File: src/rtl/msrr_pkg.sv
// Shared types and constants for the msrr shift/rotate sequencer.
// MSRR_SEQ_ROT2_EN selects double-step (sel=10) rotations in the helpers below.
package msrr_pkg;

    typedef enum logic [1:0] {
        IDLE,
        LOAD,
        ROT,
        DONE
    } state_t;

    localparam logic [1:0] SEL_HOLD  = 2'b00;
    localparam logic [1:0] SEL_ROR1  = 2'b01;
    localparam logic [1:0] SEL_ROR2  = 2'b10;
    localparam logic [1:0] SEL_SHIFT = 2'b11;

    typedef enum logic [2:0] {
        CNT_HOLD,
        CNT_CLEAR,
        CNT_INC,
        CNT_LOAD,
        CNT_DEC1,
        CNT_DEC2
    } cnt_op_t;

    // Datapath select for a ROT cycle that starts with rem steps outstanding.
    function automatic logic [1:0] rot_sel(input logic [3:0] rem);
`ifdef MSRR_SEQ_ROT2_EN
        return (rem >= 4'd2) ? SEL_ROR2 : SEL_ROR1;
`else
        return (rem != 4'd0) ? SEL_ROR1 : SEL_HOLD;
`endif
    endfunction

    function automatic logic [3:0] rot_step(input logic [3:0] rem);
`ifdef MSRR_SEQ_ROT2_EN
        return (rem >= 4'd2) ? 4'd2 : 4'd1;
`else
        return (rem != 4'd0) ? 4'd1 : 4'd0;
`endif
    endfunction

endpackage

File: src/rtl/msrr_if.sv
// Command handshake plus datapath control/feedback bundle for msrr_sequencer.
interface msrr_if;
    logic       start;
    logic [7:0] din;
    logic [2:0] rot_amt;
    logic [7:0] po;
    logic [1:0] sel;
    logic       sin;
    logic       ready;
    logic       done;
    logic [7:0] result;

    modport slave (
        input  start, din, rot_amt, po,
        output sel, sin, ready, done, result
    );

    modport master (
        output start, din, rot_amt, po,
        input  sel, sin, ready, done, result
    );
endinterface

File: src/rtl/msrr_step_cnt.sv
// 4-bit step counter shared by the LOAD bit index and the ROT remaining count.
module msrr_step_cnt
    import msrr_pkg::*;
(
    input  logic       clk,
    input  logic       rst,
    input  cnt_op_t    op,
    input  logic [3:0] load_val,
    output logic [3:0] cnt,
    output logic       zero
);

    always_ff @(posedge clk or negedge rst) begin
        if (!rst) begin
            cnt <= 4'd0;
        end else begin
            case (op)
                CNT_CLEAR: cnt <= 4'd0;
                CNT_INC:   cnt <= cnt + 4'd1;
                CNT_LOAD:  cnt <= load_val;
                CNT_DEC1:  cnt <= cnt - 4'd1;
                CNT_DEC2:  cnt <= cnt - 4'd2;
                default:   cnt <= cnt;
            endcase
        end
    end

    assign zero = (cnt == 4'd0);

endmodule

File: src/rtl/msrr_sequencer.sv
// Sequencer that serially loads a byte into an 8-bit shift/rotate register, then rotates it right.
// Define MSRR_SEQ_ROT2_EN to allow double-step (sel=10) rotations.
module msrr_sequencer
    import msrr_pkg::*;
#(
    parameter int NBITS = 8
) (
    input  logic  clk,
    input  logic  rst,
    msrr_if.slave bus
);

    generate
        if (NBITS != 8) begin : g_bad_nbits
            $error("msrr_sequencer supports NBITS=8 only");
        end
    endgenerate

    state_t     state;
    logic [7:0] din_q;
    logic [2:0] amt_q;
    logic [1:0] sel_q;
    logic       sin_q;
    logic       done_q;
    logic [7:0] result_q;
    logic [3:0] cnt;
    logic       cnt_zero;
    cnt_op_t    cnt_op;
    logic [3:0] rem_next;

    assign rem_next = cnt - rot_step(cnt);

    always_comb begin
        cnt_op = CNT_HOLD;
        case (state)
            IDLE:    cnt_op = bus.start ? CNT_CLEAR : CNT_HOLD;
            LOAD:    cnt_op = (cnt == 4'd7) ? CNT_LOAD : CNT_INC;
            ROT:     cnt_op = (rot_step(cnt) == 4'd2) ? CNT_DEC2 : CNT_DEC1;
            default: cnt_op = CNT_HOLD;
        endcase
    end

    msrr_step_cnt u_cnt (
        .clk      (clk),
        .rst      (rst),
        .op       (cnt_op),
        .load_val ({1'b0, amt_q}),
        .cnt      (cnt),
        .zero     (cnt_zero)
    );

    // sel/sin are set for the state being entered, so they never depend on start combinationally.
    always_ff @(posedge clk or negedge rst) begin
        if (!rst) begin
            state    <= IDLE;
            din_q    <= 8'h00;
            amt_q    <= 3'd0;
            sel_q    <= SEL_HOLD;
            sin_q    <= 1'b0;
            done_q   <= 1'b0;
            result_q <= 8'h00;
        end else begin
            done_q <= 1'b0;
            case (state)
                IDLE: begin
                    if (bus.start) begin
                        state <= LOAD;
                        din_q <= bus.din;
                        amt_q <= bus.rot_amt;
                        sel_q <= SEL_SHIFT;
                        sin_q <= bus.din[0];
                    end
                end
                LOAD: begin
                    if (cnt == 4'd7) begin
                        sin_q <= 1'b0;
                        if (amt_q != 3'd0) begin
                            state <= ROT;
                            sel_q <= rot_sel({1'b0, amt_q});
                        end else begin
                            state <= DONE;
                            sel_q <= SEL_HOLD;
                        end
                    end else begin
                        sin_q <= din_q[cnt[2:0] + 3'd1];
                    end
                end
                ROT: begin
                    if (cnt_zero || rem_next == 4'd0) begin
                        state <= DONE;
                        sel_q <= SEL_HOLD;
                    end else begin
                        sel_q <= rot_sel(rem_next);
                    end
                end
                DONE: begin
                    state    <= IDLE;
                    sel_q    <= SEL_HOLD;
                    done_q   <= 1'b1;
                    result_q <= bus.po;
                end
                default: begin
                    state <= IDLE;
                    sel_q <= SEL_HOLD;
                    sin_q <= 1'b0;
                end
            endcase
        end
    end

    assign bus.sel    = sel_q;
    assign bus.sin    = sin_q;
    assign bus.done   = done_q;
    assign bus.result = result_q;
    assign bus.ready  = (state == IDLE);

endmodule

File: src/flat_wrapper.sv
// flat-port wrapper written by rule: the top's interface ports become plain ports
module msrr_sequencer_flat import msrr_pkg::*;
#(
    parameter int NBITS = 8
)
  (clk, rst, bus_start, bus_din, bus_rot_amt, bus_po, bus_sel, bus_sin, bus_ready, bus_done, bus_result);
  msrr_if bus_i ();
  input  logic clk;
  input  logic rst;
  input wire logic [$bits(bus_i.start)-1:0] bus_start;
  input wire logic [$bits(bus_i.din)-1:0] bus_din;
  input wire logic [$bits(bus_i.rot_amt)-1:0] bus_rot_amt;
  input wire logic [$bits(bus_i.po)-1:0] bus_po;
  output wire logic [$bits(bus_i.sel)-1:0] bus_sel;
  output wire logic [$bits(bus_i.sin)-1:0] bus_sin;
  output wire logic [$bits(bus_i.ready)-1:0] bus_ready;
  output wire logic [$bits(bus_i.done)-1:0] bus_done;
  output wire logic [$bits(bus_i.result)-1:0] bus_result;
  assign bus_i.start = bus_start;
  assign bus_i.din = bus_din;
  assign bus_i.rot_amt = bus_rot_amt;
  assign bus_i.po = bus_po;
  assign bus_sel = bus_i.sel;
  assign bus_sin = bus_i.sin;
  assign bus_ready = bus_i.ready;
  assign bus_done = bus_i.done;
  assign bus_result = bus_i.result;
  msrr_sequencer #(.NBITS(NBITS)) u_core (.clk(clk), .rst(rst), .bus(bus_i));
endmodule
File: config.mk
export PLATFORM = sky130hd
export DESIGN_NAME = msrr_sequencer_flat
export DESIGN_NICKNAME = d
export VERILOG_FILES = /design/src/rtl/msrr_pkg.sv /design/src/rtl/msrr_if.sv /design/src/rtl/msrr_step_cnt.sv /design/src/rtl/msrr_sequencer.sv /design/src/flat_wrapper.sv
export SDC_FILE = /design/constraint.sdc
export NUM_CORES = 1
export LEC_CHECK = 0
export BUFFER_PORTS_ARGS = -buffer_cell sky130_fd_sc_hd__buf_2
export CORE_ASPECT_RATIO = 1.1
export CORE_UTILIZATION = 45
export CTS_BUF_LIST = sky130_fd_sc_hd__clkbuf_4
export CTS_CLUSTER_DIAMETER = 120
export DETAILED_ROUTE_END_ITERATION = 10
export HOLD_SLACK_MARGIN = 0.02
export PLACE_DENSITY = 0.7
export SKIP_LAST_GASP = 1
export SLEW_MARGIN = 10
export SYNTH_ARGS = -nofsm -noshare
export SYNTH_HDL_FRONTEND = slang
export SYNTH_SLANG_ARGS = --single-unit
File: constraint.sdc
create_clock -name clk -period 2.1 [get_ports clk]
set_clock_uncertainty 0.15 [all_clocks]
set_input_delay 0.21 -clock clk [delete_from_list [all_inputs] [get_ports clk]]
set_output_delay 0.21 -clock clk [all_outputs]
set_load 0.01 [all_outputs]
==> results of run 1 <==
sequential cells by signal, indices dropped and copies added (netlist names):
register and flops:
u_core.bus.result 8, u_core.din_q 8, u_core.u_cnt.cnt 4, u_core.amt_q 3
u_core.bus.sel 2, u_core.state 2, u_core.bus.done 1, u_core.bus.sin 1
area by class of cell:
class	instances	share of cell area [%]
clock buffers	5	1.62
clock inverters	3	1.78
inverters	8	1.29
multi-input cells	103	39.8
flip-flops and latches	29	31.3
well taps	50	2.70
repair buffers	71	21.6
kinds of logic after synthesis:
kind of cell	count (synthesis)	share of synthesized area [%]
AO/OA/AOI/OAI	30	14.4
XOR/XNOR	5	2.55
AND/OR/NAND/NOR	34	10.6
flip-flops	29	42.3
multiplexers	22	15.8
adder cells (fa/ha/maj)	12	9.19
buffers and inverters	15	5.18
synthesized netlist by cell type, drive strengths merged (3+ instances only):
library cell  number
a21oi              8
buf                6
dfrtp             29
ha                11
inv                8
mux2              20
nand2              8
nand3              4
nor2              11
o21ai              7
xor2               3
what timing repair did:
| action | CTS | global route |
|---|---|---|
| endpoints found under the hold margin | 49 | 0 |
| hold buffers | 21 | 0 |
| setup endpoints to repair | 0 | 7 |
| setup buffers | 0 | 1 |
| resized for setup | 0 | 8 |
power breakdown:
part           internal (W)  switching (W)
logic               0.00109        0.00111
registers          0.000839       0.000169
clock network      0.000246       0.000209
routing by layer:
layer  routed length [µm]  GRT usage [%]
met2                 2240           42.6
met1                 1570           27.5
met5                    0              0
met3                  220           5.44
met4                  162           12.8
layout by cell type, fill, tap and decap left out, types with 2 or more instances in the layout:
cell                            Yosys  routed
sky130_fd_sc_hd__mux4_2             2       2
sky130_fd_sc_hd__inv_1              8       6
sky130_fd_sc_hd__o21ai_1            5       4
sky130_fd_sc_hd__buf_4              0      16
sky130_fd_sc_hd__dlygate4sd3_1      0      21
sky130_fd_sc_hd__a21oi_1            6       6
sky130_fd_sc_hd__ha_2               0       2
sky130_fd_sc_hd__o21ai_0            2       2
sky130_fd_sc_hd__o21bai_1           2       2
sky130_fd_sc_hd__nand2_1            8       8
sky130_fd_sc_hd__nor2_1            11      11
sky130_fd_sc_hd__nand2b_1           2       2
sky130_fd_sc_hd__nand3_1            3       3
sky130_fd_sc_hd__a21oi_2            2       2
sky130_fd_sc_hd__a22oi_1            2       2
sky130_fd_sc_hd__ha_1              11       8
sky130_fd_sc_hd__clkbuf_4           0       5
sky130_fd_sc_hd__a32oi_1            2       2
sky130_fd_sc_hd__inv_2              0       2
sky130_fd_sc_hd__dfrtp_1           29      29
sky130_fd_sc_hd__buf_2              2      34
sky130_fd_sc_hd__mux2_2            20      20
sky130_fd_sc_hd__xor2_1             3       3
sky130_fd_sc_hd__xnor2_1            2       2
worst max-delay path, cell delays in order, from the launching register on:
cell and delay (ns):
sky130_fd_sc_hd__dfrtp_1 0.42, sky130_fd_sc_hd__buf_4 0.14, sky130_fd_sc_hd__buf_4 0.16, sky130_fd_sc_hd__ha_1 0.26, sky130_fd_sc_hd__and4b_4 0.22, sky130_fd_sc_hd__o31ai_4 0.32, sky130_fd_sc_hd__a21oi_1 0.13, sky130_fd_sc_hd__o21ai_1 0.16
worst max path at each step:
stage	to	slack, ns	depth (start not counted)
global placement	u_core.state[0]	0.11	9
floorplan	u_core.u_cnt.cnt[3]	0.1	8
global route	u_core.state[0]	-0.03	9
finish	u_core.u_cnt.cnt[1]	0.07	7
detailed placement	u_core.state[0]	0.06	9
CTS	u_core.state[0]	0.03	9
stage by stage:
step           setup slack [ns]  util [%]  setup TNS (ns)  total power, W
2_1_floorplan            0.0952         -               0         0.00248
3_3_place_gp              0.108      54.8               0         0.00298
3_5_place_dp             0.0585      54.8               0         0.00308
4_1_cts                  0.0309      62.7               0         0.00358
5_1_grt                 -0.0296      63.5         -0.0357         0.00392
6_report                 0.0732      63.5               0         0.00366
==> results.md, run 1 <==
Pwr:
- IR analysis of the VDD net gives a maximum drop of 844 µV.
- Power spread over the standard cell area amounts to 1580 nW/µm².
- The leakage power summed over all cells is 1.08 nW.

Final layout:
- The count of antenna diodes in the layout is 0.
- In the final layout, the share of cells above drive strength 1 is 44.7%.
- The count of cells in the finished layout, fillers not included, comes to roughly 270.
- Summing all multi-input logic gate instances after layout gives 923 µm².
- After routing the design area is between 2000 and 2500 µm².
- The fill cell total of the finished layout is ~270.
- Registers take between 700 and 800 µm².
- The net count of the finished layout is 252.
- The area overhead of the layout relative to synthesis is 35.3%.

Drt:
- The first TritonRoute pass finished after 4 iterations.
- Once detail routing completed, the nets flagged for antenna violations numbered 0.
- The detailed-route wire length is 4180 µm.
- The routed length per instance is 15.6 µm.
- The total number of vias is 1396.
- The average vias per placed instance is 5.19.
- The starting DRC count in detailed routing is between 50 and 60.
- After detailed routing, the number of remaining DRC violations is 0.

Synth:
- The number of distinct standard cells referenced by the synthesized netlist is 41.
- The proportion of netlist area held by the largest area contributor is a little over two fifths.
- The synthesized net count is between 150 and 200.
- The cell type with the largest total area after synthesis is sky130_fd_sc_hd__dfrtp_1.
- A synthesized cell averages 11.7 µm².
- The cell area that synthesis handed to floorplanning was 1720 µm².
- The post-synthesis sequential element count is 29.
- For this run, asynchronously set or reset flops after synthesis account for between 90% and 100%.
- The post-synthesis cell count is 147.
- The most used flip-flop cell after synthesis is sky130_fd_sc_hd__dfrtp_1.
- The part of the Yosys area used for sequential elements is 42.3%.
- In the post-synthesis netlist, the biggest area contributors are sky130_fd_sc_hd__dfrtp_1 42%, sky130_fd_sc_hd__mux2_2 13%, sky130_fd_sc_hd__ha_1 8.0%.
- Counting flops with a built-in enable in the synthesized netlist gives 0.
- Yosys printed 0 warnings.

Setup path:
- Along the worst path, the maximum fanout reaches 6.
- In this run the critical register-to-register path is captured at u_core.u_cnt.cnt[1].
- The worst setup path is launched from a register.
- STA puts the critical path data arrival time at approximately 2.1 ns.
- The required time at the worst-slack endpoint is 2.20 ns.
- The launching instance or port of the critical path is u_core.u_cnt.cnt[0].
- The worst setup path is captured at a register.
- The worst register-to-register path has a depth of 7.
- The start of the worst register-to-register path is u_core.u_cnt.cnt[0].
- The critical path is of the register to register type.
- The worst reg-to-reg setup slack is 0.07 ns.

GRT:
- In the global route stage, overall resource usage came out at 24.5%.
- The number of antenna violations at the first check in global routing is 0.
- The overall overflow remaining after global route is 0.
- The wire length of the first global-routing pass is 6970 µm.
- The via count of the first global-routing pass is 1506.
- The maximum number of pins on one net before global-route repair is 30.

Timing:
- Counting I/O delays and the setup requirement, the final critical path takes 2.03 ns.
- Setup repair after global routing could not meet its margin everywhere.
- The maximum clock rate is 0.493 GHz.
- Across all hold checks on the routed design, the worst slack comes to 0.284 ns.
- The final hold violation count came to 0.
- The number of slew-limit violations in the final report is 0.
- The transition time at the pin with the least slew margin is 0.644 ns.
- The final critical path takes up 96.5% of the cycle.
- The number of setup violations in the final report is 0.
- The worst slew margin relative to its limit is a little under three fifths.

Clock network:
- The CTS sink count is 29.
- The number of levels the H-tree was split into is 2.
- TritonCTS built the clock tree.
- The tree is rooted in a sky130_fd_sc_hd__clkbuf_4.
- The clock buffer count from CTS is 5.
- Clock-pin slew was measured on the worst setup and hold paths at 0.10 ns.
- The clock passes through at most 2 buffers.
- The clock latency at the later pin of the worst-skew pair is ~0.33 ns.

Worst hold path:
- The worst hold path belongs to the class input port to asynchronous set/reset pin.

Placed design:
- The number of buffers inserted by port buffering is 34.
- Routability-driven placement finished with a final weighted congestion of 0.958.
- The cell count after placement is approximately 240.
- After detailed placement, the total cell area comes to 2000 µm².
- The half-perimeter wire length after placement is 2950 µm.

Floorplanning:
- The floorplan step defined a core boundary enclosing between 3000 and 4000 µm².
- Measured along the y axis, the die boundary spans approximately 67 µm.
- The floorplan step defined a die boundary enclosing slightly above 4000 µm².
- 35 I/O pins were placed.
- From left edge to right edge, the die measures 60.9 µm.
- The starting density of the core is 46.9%.
- The row count is 23.

Run status:
- The run finished with clean final reports.

Run:
- The number of maximum-capacitance violations is 0.
(Power assumes the default switching activity.)
==> inputs of run 2 (changes only) <==
--- a/config.mk
+++ b/config.mk
@@ -13,6 +13,7 @@
 export DETAILED_ROUTE_END_ITERATION = 10
 export HOLD_SLACK_MARGIN = 0.02
 export PLACE_DENSITY = 0.7
+export SETUP_SLACK_MARGIN = 0.2
 export SKIP_LAST_GASP = 1
 export SLEW_MARGIN = 10
 export SYNTH_ARGS = -nofsm -noshare
==> results.md, run 2 (same netlist as run 1, synthesis figures left out) <==
Final layout:
- Cells with a size suffix above 1 make up 52.1% of the layout.
- The leading cell type in the layout, fill and taps excluded is sky130_fd_sc_hd__buf_2.
- In the layout the commonest cells are 34 x sky130_fd_sc_hd__buf_2, 27 x sky130_fd_sc_hd__dfrtp_1, 20 x sky130_fd_sc_hd__mux2_2, 20 x sky130_fd_sc_hd__dlygate4sd3_1, 16 x sky130_fd_sc_hd__buf_4.
- The net count of the finished layout is 252.
- The final non-filler cell area is 2410 µm².
- The filler cells instantiated in the layout total 260.
- The repair_antennas step left the layout with diodes totalling 0.
- The area overhead of the layout relative to synthesis is 40.6%.

Floorplanning:
- The die footprint is just over 4000 µm².
- The row count is 23.
- The height of the die is 66.8 µm.
- The starting density of the core is 46.9%.
- The top-level port count is 35.
- The core area is 3650 µm².
- The width of the die is 60.9 µm.

Pwr:
- The leakage power summed over all cells is 1.09 nW.
- IR analysis of the VDD net gives a maximum drop of between 800 and 900 µV.
- The internal cell power is 0.00221 W.
- In this run switching power makes up about two fifths of total power.
- The total power draw is 0.00379 W.
- Combinational logic is responsible for 63.8% of the overall power.
- In this run the power density over the cells is 1570 nW/µm².
- The relative contribution of sequential cells to total power is 27.0%.
- The clock network power share is under 10%.
- The power spent charging and discharging nets is between 0.0015 and 0.002 W.

Setup path:
- The cell type group with the largest total delay on the critical path is compound AO/OA/AOI/OAI gates.
- The cell with the biggest individual delay on the critical path is sky130_fd_sc_hd__dfrtp_1.
- The setup path with the least slack is of type register to register.
- The signal arrival time at the worst endpoint is 1.93 ns.
- The worst stage delay on the critical path is a little over 0.4 ns.
- At the worst endpoint, the required time is 2.17 ns.
- The worst setup path is launched from a register.
- The number of buffers and inverters on the critical path is 1.
- The cell depth of the worst setup path is 9.
- Counting stages on the worst path, the most repeated cell is sky130_fd_sc_hd__ha_4.
- The worst reg-to-reg setup slack is 0.24 ns.
- The kind of capture point of the worst setup path is a register.
- Counting cells, the worst reg-to-reg path comes to 9.
- Along the worst path, the maximum fanout reaches 3.
- The signal on the critical path passes through inv_2 -> ha_4 -> nand2_4 -> ha_4 -> o21bai_1 -> a32oi_1 -> o21ai_2 -> and2_4 -> a41oi_2.

Timing:
- The final hold violation count was 0.
- The worst slack on hold paths is 0.0326 ns.
- For the finished layout, the period the worst path requires is 1.86 ns.
- The worst slew margin relative to its limit is between 50% and 60%.
- Setup violations remaining at the end of the flow were counted as 0.
- The post-route clock period utilization is ~89%.
- At the pin with the least slew margin, the transition time is 0.617 ns.
- After routing, the total negative slack on setup checks comes to 0 ns.
- The number of slew-limit violations in the final report was 0.
- Setup repair after global routing could not meet its margin everywhere.
- The maximum clock rate is 0.537 GHz.

GRT:
- The first global-routing pass estimated 6820 µm of wire.
- The via count of the first global-routing pass is 1463.
- The maximum number of pins on one net before global-route repair is 30.
- The overall overflow remaining after global route is 0.
- The aggregate global-route resource usage is 23.9%.
- For this run, global-route usage on met3 was measured as under 10%.
- The most used routing layer in global routing is met2.
- The number of antenna violations at the first check in global routing is 0.
- The met1 track demand over resource in global routing is 28.1%.
- For this run, global-route usage on met2 was measured as roughly 40%.

Clock network:
- The clock tree from TritonCTS is built.
- Clock tree synthesis inserted a total of 5 buffers.
- The clock net in this run drives a total of 29 sinks.
- The clock latency at the later pin of the worst-skew pair is 0.34 ns.
- The CTS root buffer is sky130_fd_sc_hd__clkbuf_4.
- The H-tree was split into 2 levels.
- The clock passes through at most 2 buffers.
- After clock tree synthesis, the clock-pin slew on the worst setup and hold paths is 0.10 ns.

Placed design:
- Port buffering added 34 buffers.
- Once placement finished, the instance area stood at between 1500 and 2000 µm².
- After legalization and detailed placement, the total HPWL measured roughly 2800 µm.
- At the end of routability-driven placement, the weighted congestion stood at ~0.93.

Worst hold path:
- The worst hold path passes through 3 cells.
- The path class of the tightest hold or removal check is input port to register.

Drt:
- The detail route stage leaves a number of antenna-violating nets equal to 0.
- After detailed routing, the number of remaining DRC violations is 0.
- Using the TritonRoute via totals, the vias-per-cell ratio works out to 5.28.
- The routed design has 4100 µm of wire.
- The total number of vias is 1421.
- Before antenna repair, the detailed router went through 4 iterations.
- After the first detailed-routing iteration, the DRC count stood at 48.
- The routed length per instance is 15.2 µm.

Run status:
- The run finished with clean final reports.

Run:
- The number of maximum-capacitance violations is 0.
[run 2: cell count changes in the layout (fill, tap and decap cells not counted), moves of 2 or more]
cell                       previous run  this run
sky130_fd_sc_hd__dfrtp_2              0         2
sky130_fd_sc_hd__inv_2                2         4
sky130_fd_sc_hd__a21oi_1              6         4
sky130_fd_sc_hd__ha_4                 1         6
sky130_fd_sc_hd__dfrtp_1             29        27
sky130_fd_sc_hd__clkinv_2             0         2
sky130_fd_sc_hd__ha_1                 8         4
sky130_fd_sc_hd__inv_1                6         4
[run 2: metal layers]
metal	vias up	wire length, µm
li1	659	-
met1	703	1630
met2	47	2200
met3	12	164
met4	0	99
met5	-	0
[run 2: power groups by stage]
stage | clock network, W | logic [W] | registers, W
3_3_place_gp | 0 | 0.00194 | 0.000993
5_1_grt | 0.000373 | 0.00266 | 0.00106
3_5_place_dp | 0 | 0.00201 | 0.00101
2_1_floorplan | 0 | 0.00143 | 0.00106
6_report | 0.000348 | 0.00242 | 0.00102
4_1_cts | 0.000346 | 0.00223 | 0.00101
[run 2: worst paths after layout]
check / startpoint / endpoint
worst max register to register: u_core.u_cnt.cnt[1] / u_core.state[0]
worst max-delay path: u_core.u_cnt.cnt[1] / u_core.state[0]
max in group asynchronous: rst / u_core.u_cnt.cnt[0]
worst min-delay path: bus_start / u_core.bus.sin
min in group asynchronous: rst / u_core.din_q[2]
worst min register to register: u_core.din_q[7] / u_core.din_q[7]
[run 2: final cells by class]
class	count	area [µm²]	share of cell area (%)
inverter	8	30.0	1.24
sequential	29	728	30.2
clock buffer	6	45.0	1.87
timing repair buffer	71	502	20.8
multi-input combinational	103	1030	42.9
clock inverter	2	10.0	0.415
tap	50	62.6	2.59
[run 2: per-stage QoR]
stage | cells | util (%) | setup slack, ns
after floorplan | 147 | - | 0.195
after global placement | 234 | 53.9 | 0.0934
after detailed placement | 234 | 53.9 | 0.0583
after CTS | 265 | 63.4 | 0.191
after global routing | 269 | 66.0 | 0.145
final | 269 | 66.0 | 0.239
[run 2: worst register-to-register path, delay by kind of cell, from the launching register on]
family / cells / cell delay [ns]
DFF: 1 / 0.41
and+or+nand+nor: 2 / 0.25
adders and majority gates: 2 / 0.31
buffers and inverters: 1 / 0.10
AOI/OAI and AO/OA: 4 / 0.54
[run 2: timing repair]
action / 4_1_cts / 5_1_grt
gates resized for setup: 16 / 11
gates cloned: 0 / 0
hold endpoints to repair: 48 / 0
buffers inserted: 3 / 4
hold buffers: 20 / 0
endpoints found under the setup margin: 19 / 13
pin swaps: 3 / 12
